--- config.mk ---
export PLATFORM = sky130hd
export DESIGN_NAME = wb_arbiter
export DESIGN_NICKNAME = d
export VERILOG_FILES = /design/src/rtl/wb_arbiter_pkg.sv /design/src/rtl/wb_arbiter_fifo.sv /design/src/rtl/wb_arbiter.sv
export SDC_FILE = /design/constraint.sdc
export NUM_CORES = 1
export LEC_CHECK = 0
export ABC_AREA = 1
export CAP_MARGIN = 10
export CORE_MARGIN = 2
export CORE_UTILIZATION = 55
export CTS_CLUSTER_SIZE = 8
export DETAILED_ROUTE_END_ITERATION = 8
export PLACE_DENSITY_LB_ADDON = 0.05
export RECOVER_POWER = 100
export SYNTH_ARGS = -nofsm -noshare
export SYNTH_HDL_FRONTEND = slang
export SYNTH_HIERARCHICAL = 1
export SYNTH_SLANG_ARGS = --single-unit
--- constraint.sdc ---
create_clock -name clk -period 6 [get_ports clk]
set_input_delay 0.9 -clock clk [delete_from_list [all_inputs] [get_ports clk]]
set_output_delay 0.9 -clock clk [all_outputs]
set_load 0.005 [all_outputs]
--- src/rtl/wb_arbiter_pkg.sv ---
// Shared widths, FIFO geometry and entry/grant types for the writeback arbiter.
package wb_arbiter_pkg;

    localparam int ADDR_W     = 5;
    localparam int DATA_W     = 32;
    localparam int FIFO_DEPTH = 2;
    localparam int PTR_W      = 1;
    localparam int CNT_W      = 2;

    typedef struct packed {
        logic [ADDR_W-1:0] addr;
        logic [DATA_W-1:0] data;
    } wb_entry_t;

    typedef enum logic [1:0] {
        GNT_NONE = 2'd0,
        GNT_ALU  = 2'd1,
        GNT_MEM  = 2'd2
    } grant_e;

    // Pointers wrap naturally because the depth is a power of two.
    function automatic logic [PTR_W-1:0] ptr_inc(input logic [PTR_W-1:0] ptr);
        return ptr + 1'b1;
    endfunction

endpackage

--- src/rtl/wb_arbiter_fifo.sv ---
// wb_fifo: 2-entry writeback request queue with per-entry source-address match
// outputs used for the decode hazard (busy) check.
module wb_fifo
    import wb_arbiter_pkg::*;
(
    input  logic                clk,
    input  logic                reset,
    input  logic                i_valid,
    input  wb_entry_t           i_entry,
    input  logic                i_pop,
    input  logic [ADDR_W-1:0]   i_src_a,
    input  logic [ADDR_W-1:0]   i_src_b,
    output logic                o_ready,
    output logic                o_empty,
    output wb_entry_t           o_head,
    output logic                o_match_a,
    output logic                o_match_b
);

    wb_entry_t          r_mem [FIFO_DEPTH];
    logic [PTR_W-1:0]   r_rd_ptr;
    logic [PTR_W-1:0]   r_wr_ptr;
    logic [CNT_W-1:0]   r_count;

    logic               w_full;
    logic               w_push;
    logic [FIFO_DEPTH-1:0] w_hit_a;
    logic [FIFO_DEPTH-1:0] w_hit_b;

    // Readiness looks only at the registered count, so a full FIFO refuses a
    // push even when its head is popped on the same edge.
    assign w_full   = (r_count == CNT_W'(FIFO_DEPTH));
    assign w_push   = i_valid && !w_full;
    assign o_ready  = !w_full;
    assign o_empty  = (r_count == '0);
    assign o_head   = r_mem[r_rd_ptr];

    always_ff @(posedge clk) begin
        if (reset) begin
            r_rd_ptr <= '0;
            r_wr_ptr <= '0;
            r_count  <= '0;
        end else begin
            if (w_push)
                r_wr_ptr <= ptr_inc(r_wr_ptr);
            if (i_pop)
                r_rd_ptr <= ptr_inc(r_rd_ptr);
            case ({w_push, i_pop})
                2'b10:   r_count <= r_count + 1'b1;
                2'b01:   r_count <= r_count - 1'b1;
                default: r_count <= r_count;
            endcase
        end
    end

    always_ff @(posedge clk) begin
        if (w_push)
            r_mem[r_wr_ptr] <= i_entry;
    end

    // An entry is live when its distance from the read pointer is below the count.
    generate
        for (genvar gi = 0; gi < FIFO_DEPTH; gi++) begin : g_match
            logic [PTR_W-1:0] w_offset;
            logic             w_live;
            assign w_offset    = PTR_W'(gi) - r_rd_ptr;
            assign w_live      = (CNT_W'(w_offset) < r_count);
            assign w_hit_a[gi] = w_live && (r_mem[gi].addr == i_src_a);
            assign w_hit_b[gi] = w_live && (r_mem[gi].addr == i_src_b);
        end
    endgenerate

    assign o_match_a = |w_hit_a;
    assign o_match_b = |w_hit_b;

endmodule

--- src/rtl/wb_arbiter.sv ---
// Writeback arbiter merging ALU and MMU results onto one register-file write port.
// Define WB_RR_ARB_EN for round-robin; default is MEM-first with an ALU wait counter.
module wb_arbiter
    import wb_arbiter_pkg::*;
(
    input  logic                clk,
    input  logic                reset,
    input  logic                alu_valid,
    input  logic [ADDR_W-1:0]   alu_addr,
    input  logic [DATA_W-1:0]   alu_data,
    output logic                alu_ready,
    input  logic                mem_valid,
    input  logic [ADDR_W-1:0]   mem_addr,
    input  logic [DATA_W-1:0]   mem_data,
    output logic                mem_ready,
    output logic                wb_write,
    output logic [ADDR_W-1:0]   wb_addr,
    output logic [DATA_W-1:0]   wb_data,
    input  logic [ADDR_W-1:0]   src_a,
    input  logic [ADDR_W-1:0]   src_b,
    output logic                busy_a,
    output logic                busy_b
);

    wb_entry_t  w_alu_entry, w_mem_entry, w_alu_head, w_mem_head;
    logic       w_alu_empty, w_mem_empty;
    logic       w_alu_match_a, w_alu_match_b, w_mem_match_a, w_mem_match_b;
    grant_e     w_grant;

    logic                r_wb_write;
    logic [ADDR_W-1:0]   r_wb_addr;
    logic [DATA_W-1:0]   r_wb_data;

    assign w_alu_entry = {alu_addr, alu_data};
    assign w_mem_entry = {mem_addr, mem_data};

    wb_fifo u_alu_fifo (
        .clk       (clk),
        .reset     (reset),
        .i_valid   (alu_valid),
        .i_entry   (w_alu_entry),
        .i_pop     (w_grant == GNT_ALU),
        .i_src_a   (src_a),
        .i_src_b   (src_b),
        .o_ready   (alu_ready),
        .o_empty   (w_alu_empty),
        .o_head    (w_alu_head),
        .o_match_a (w_alu_match_a),
        .o_match_b (w_alu_match_b)
    );

    wb_fifo u_mem_fifo (
        .clk       (clk),
        .reset     (reset),
        .i_valid   (mem_valid),
        .i_entry   (w_mem_entry),
        .i_pop     (w_grant == GNT_MEM),
        .i_src_a   (src_a),
        .i_src_b   (src_b),
        .o_ready   (mem_ready),
        .o_empty   (w_mem_empty),
        .o_head    (w_mem_head),
        .o_match_a (w_mem_match_a),
        .o_match_b (w_mem_match_b)
    );

`ifdef WB_RR_ARB_EN
    logic r_last_mem;   // 1 when the most recent grant went to MEM

    always_comb begin
        w_grant = GNT_NONE;
        if (!w_alu_empty && !w_mem_empty)
            w_grant = r_last_mem ? GNT_ALU : GNT_MEM;
        else if (!w_mem_empty)
            w_grant = GNT_MEM;
        else if (!w_alu_empty)
            w_grant = GNT_ALU;
    end

    always_ff @(posedge clk) begin
        if (reset)
            r_last_mem <= 1'b0;
        else if (w_grant != GNT_NONE)
            r_last_mem <= (w_grant == GNT_MEM);
    end
`else
    logic [1:0] r_wait;

    // A saturated wait count overrides MEM priority for one grant.
    always_comb begin
        w_grant = GNT_NONE;
        if (!w_alu_empty && (w_mem_empty || r_wait == 2'd3))
            w_grant = GNT_ALU;
        else if (!w_mem_empty)
            w_grant = GNT_MEM;
    end

    always_ff @(posedge clk) begin
        if (reset)
            r_wait <= 2'd0;
        else if (w_alu_empty || w_grant == GNT_ALU)
            r_wait <= 2'd0;
        else if (r_wait != 2'd3)
            r_wait <= r_wait + 2'd1;
    end
`endif

    always_ff @(posedge clk) begin
        if (reset) begin
            r_wb_write <= 1'b0;
            r_wb_addr  <= '0;
            r_wb_data  <= '0;
        end else begin
            r_wb_write <= (w_grant != GNT_NONE);
            if (w_grant == GNT_ALU) begin
                r_wb_addr <= w_alu_head.addr;
                r_wb_data <= w_alu_head.data;
            end else if (w_grant == GNT_MEM) begin
                r_wb_addr <= w_mem_head.addr;
                r_wb_data <= w_mem_head.data;
            end
        end
    end

    assign wb_write = r_wb_write;
    assign wb_addr  = r_wb_addr;
    assign wb_data  = r_wb_data;

    assign busy_a = w_alu_match_a || w_mem_match_a || (r_wb_write && (r_wb_addr == src_a));
    assign busy_b = w_alu_match_b || w_mem_match_b || (r_wb_write && (r_wb_addr == src_b));

endmodule

==> results.toml <==
[status]
status = "finished, violations left"
violations = "max-capacitance violations, max-slew violations"

[cts]
cts_buffers = 17
clk_pin_slew_ps = 70
cts_tree = "yes"
cts.sinks = 198
cts_hold_buf = 0
ctsResizeCount = 0
clock_path_buffers = 2
cts_root_buffer = "clkbuf_16"
post_cts_buffers = 0
htreeDepth = 4
clkLatencyLatePin_ps = 430

[timing]
fin_crit_ps = 4400
layout_setup_ws_ps = 1600
grt_setup_unrepaired = "no"
setup_viol = 0
relSlewSlack = -1.32
worst_pin_slew_ps = 3470
finalHoldViolations = 0
fin_skew_ps = 6.89
fin_tns_setup_ps = 0
fmax_mhz = 227
finalMaxSlewViolations = 218
finalCritPeriodShare = 0.733

[yosys]
netlist_area_sq_um = 9160
synth_edf_count = 148
syn_area_per_cell_sq_um = 10.6
netlist.top_cell.by_area = "edfxtp_1"
syn_nets = 953
synth_cell_type_count = 24
netlist.area_leader.share = 0.485
yosys-top-cells-area = "edfxtp_1 (49%), dfxtp_1 (11%), nand2_1 (10%)"
ys_seq_area_frac = 0.595
synth-warning-count = 6
synth_commonest_cells = "nand2_1 (248), edfxtp_1 (148), inv_1 (107), nand3_1 (86), mux2_4 (60)"
yosysMostFrequentCell = "nand2_1"
syn_inst = 862
synthArstFlopShare = 0
ys.flop_type = "edfxtp_1"
ys_ff_latch = 198

[floorplan]
fp.dieW_microns = 133
coreArea_sq_um = 16400
fp-row-count = 47
io_pins = 130
initial_core_util = 0.558
die_h_microns = 133
die_area_sq_um = 17700

[worst_setup_path]
worstPathArrival_ps = 4740
end_kind = "flop"
path_cells = "inv_1 > nand2_1 > inv_1 > nand2_1 > inv_1 > nor2_1 > nand3_1 > o21ai_0"
r2r_cells = 8
worstPathRequired_ps = 6350
cp_top_family = "simple AND/OR/NAND/NOR gates"
crit_top_cell = "inv_1"
critPathSlowestCell = "nor2_1"
max_stage_delay_ps = 2370
worst-setup-path-type = "flop to flop"
cp-start-kind = "flop"
worst-path-buf-inv = 3
crit_cells = 8
worst-path-max-fanout = 38

[route]
drt_iter0_drc = 387
vias_per_cell = 5.25
drt-total-wl_microns = 21800
drc = 0
vias = 6403
wl_per_cell_microns = 17.9
dr.pass1.iters = 5
ant_nets = 0

[global_routing]
track_usage = 0.258
grt_pass1_vias = 6708
grt_overflow = 0
grt_pass1_wl_microns = 34800
antenna_found_initial = 3
grt_start_max_net_pins = 43

[finish]
syn2layout_area_growth_pct = 20.4
nNetsFinal = 1076
design_area_sq_um = 11000
drive_gt1_frac = 0.108
instances_no_fill = 1220
fill_cells = 1228

[placed_design]
post-place-cells = 1185
dp_hpwl_microns = 14700
finalWeightedCongestion = 0.983
io_buffers = 129
placed_area_sq_um = 10500
pre_cts_slack_ps = 2290

[worst_hold_path]
hold_class = "flop to flop"
min_path_cells = 1

[power]
total_power_mw = 4.42
ir_worst_vdd_uv = 272
leakage_nw = 4.83
powerDensity_nw_per_um2 = 401

[run]
maxCapViolCount = 6
layout by cell type (no fill, tap or decap):
master	n
nor2_4	1
clkbuf_16	17
a21oi_1	9
bufinv_16	1
inv_6	3
clkinv_4	2
nor3_1	2
dfxtp_1	48
o21ai_0	16
clkinv_2	2
dfxtp_2	2
nand3_2	1
nand2_2	3
inv_2	2
edfxtp_1	148
nand3b_1	33
clkdlybuf4s50_1	11
dlygate4sd3_1	118
inv_1	108
nor2_1	50
mux2_2	4
inv_8	3
clkbuf_1	4
mux2_4	60
nand2_1	251
clkinvlp_4	3
xnor2_1	2
nand3_1	86
clkinv_1	1
diode_2	2
ha_1	3
buf_4	4
sequential cells by signal, indices dropped and copies added, names as in the netlist, 2 cells and up, named ones only:
| name | flops |
|---|---|
| r_wait | 2 |
| wb_addr | 5 |
| wb_data | 32 |
| u_mem_fifo/r_mem | 74 |
| u_alu_fifo/r_mem | 74 |
| u_mem_fifo/r_count | 2 |
| u_alu_fifo/r_count | 2 |
worst register-to-register path, delay by kind of cell (launching register included):
family,cells,cell delay [ps]
simple gates,4,2990
flops,1,430
buf+inv,3,690
compound gates,1,200
layout make-up:
class	count	area, sq um	share of cell area
Inverter	111	417	0.0378
Clock buffer	18	429	0.0389
Sequential cell	198	5450	0.494
Tap cell	220	275	0.0250
Multi-Input combinational cell	521	2980	0.271
Antenna cell	2	5.00	0.000454
Clock inverter	14	140	0.0127
Timing Repair Buffer	136	1330	0.121
power breakdown:
group | internal [mW] | total, mW | switching, mW
sequential | 1.75 | 1.88 | 0.131
clock | 0.585 | 1.11 | 0.523
combinational | 0.605 | 1.43 | 0.824
logic make-up (layout without fill, tap and decap cells):
kind of cell    Yosys count  after routing  share of synthesized area
simple gates            427            427                      0.204
flops                   198            198                      0.595
buf+inv                 143            279                     0.0788
mux                      64             64                      0.103
compound gates           25             25                     0.0137
fa+ha+maj                 3              3                    0.00410
xor+xnor                  2              2                    0.00191
other cells               0              2                          0
path summary, 6_finish.rpt:
| check | from | endpoint | slack [ps] |
|---|---|---|---|
| worst max-delay path | u_mem_fifo/r_count[1]$_SDFFE_PP0P_ | wb_addr[2]$_SDFFE_PP0P_ | 1600 |
| worst min-delay path | r_wait[0]$_SDFFE_PP0N_ | r_wait[0]$_SDFFE_PP0N_ | 420 |
| worst max register to register | u_mem_fifo/r_count[1]$_SDFFE_PP0P_ | wb_addr[2]$_SDFFE_PP0P_ | 1600 |
| worst min register to register | r_wait[0]$_SDFFE_PP0N_ | r_wait[0]$_SDFFE_PP0N_ | 420 |
per-layer routing:
layer  vias up  global-route usage  share of wire
met4         2              0.0860          0.021
met2       214               0.486           0.54
met1      3077               0.289           0.39
li1       3078                   -              -
met5         -                   0        0.00060
met3        32              0.0521          0.051
per-stage QoR:
step,hold WS (ps),util
after floorplan,396,-
after global placement,405,0.640
after detailed placement,416,0.640
after CTS,426,0.675
after global routing,457,0.672
final,424,0.672
(Power assumes the default switching activity.)
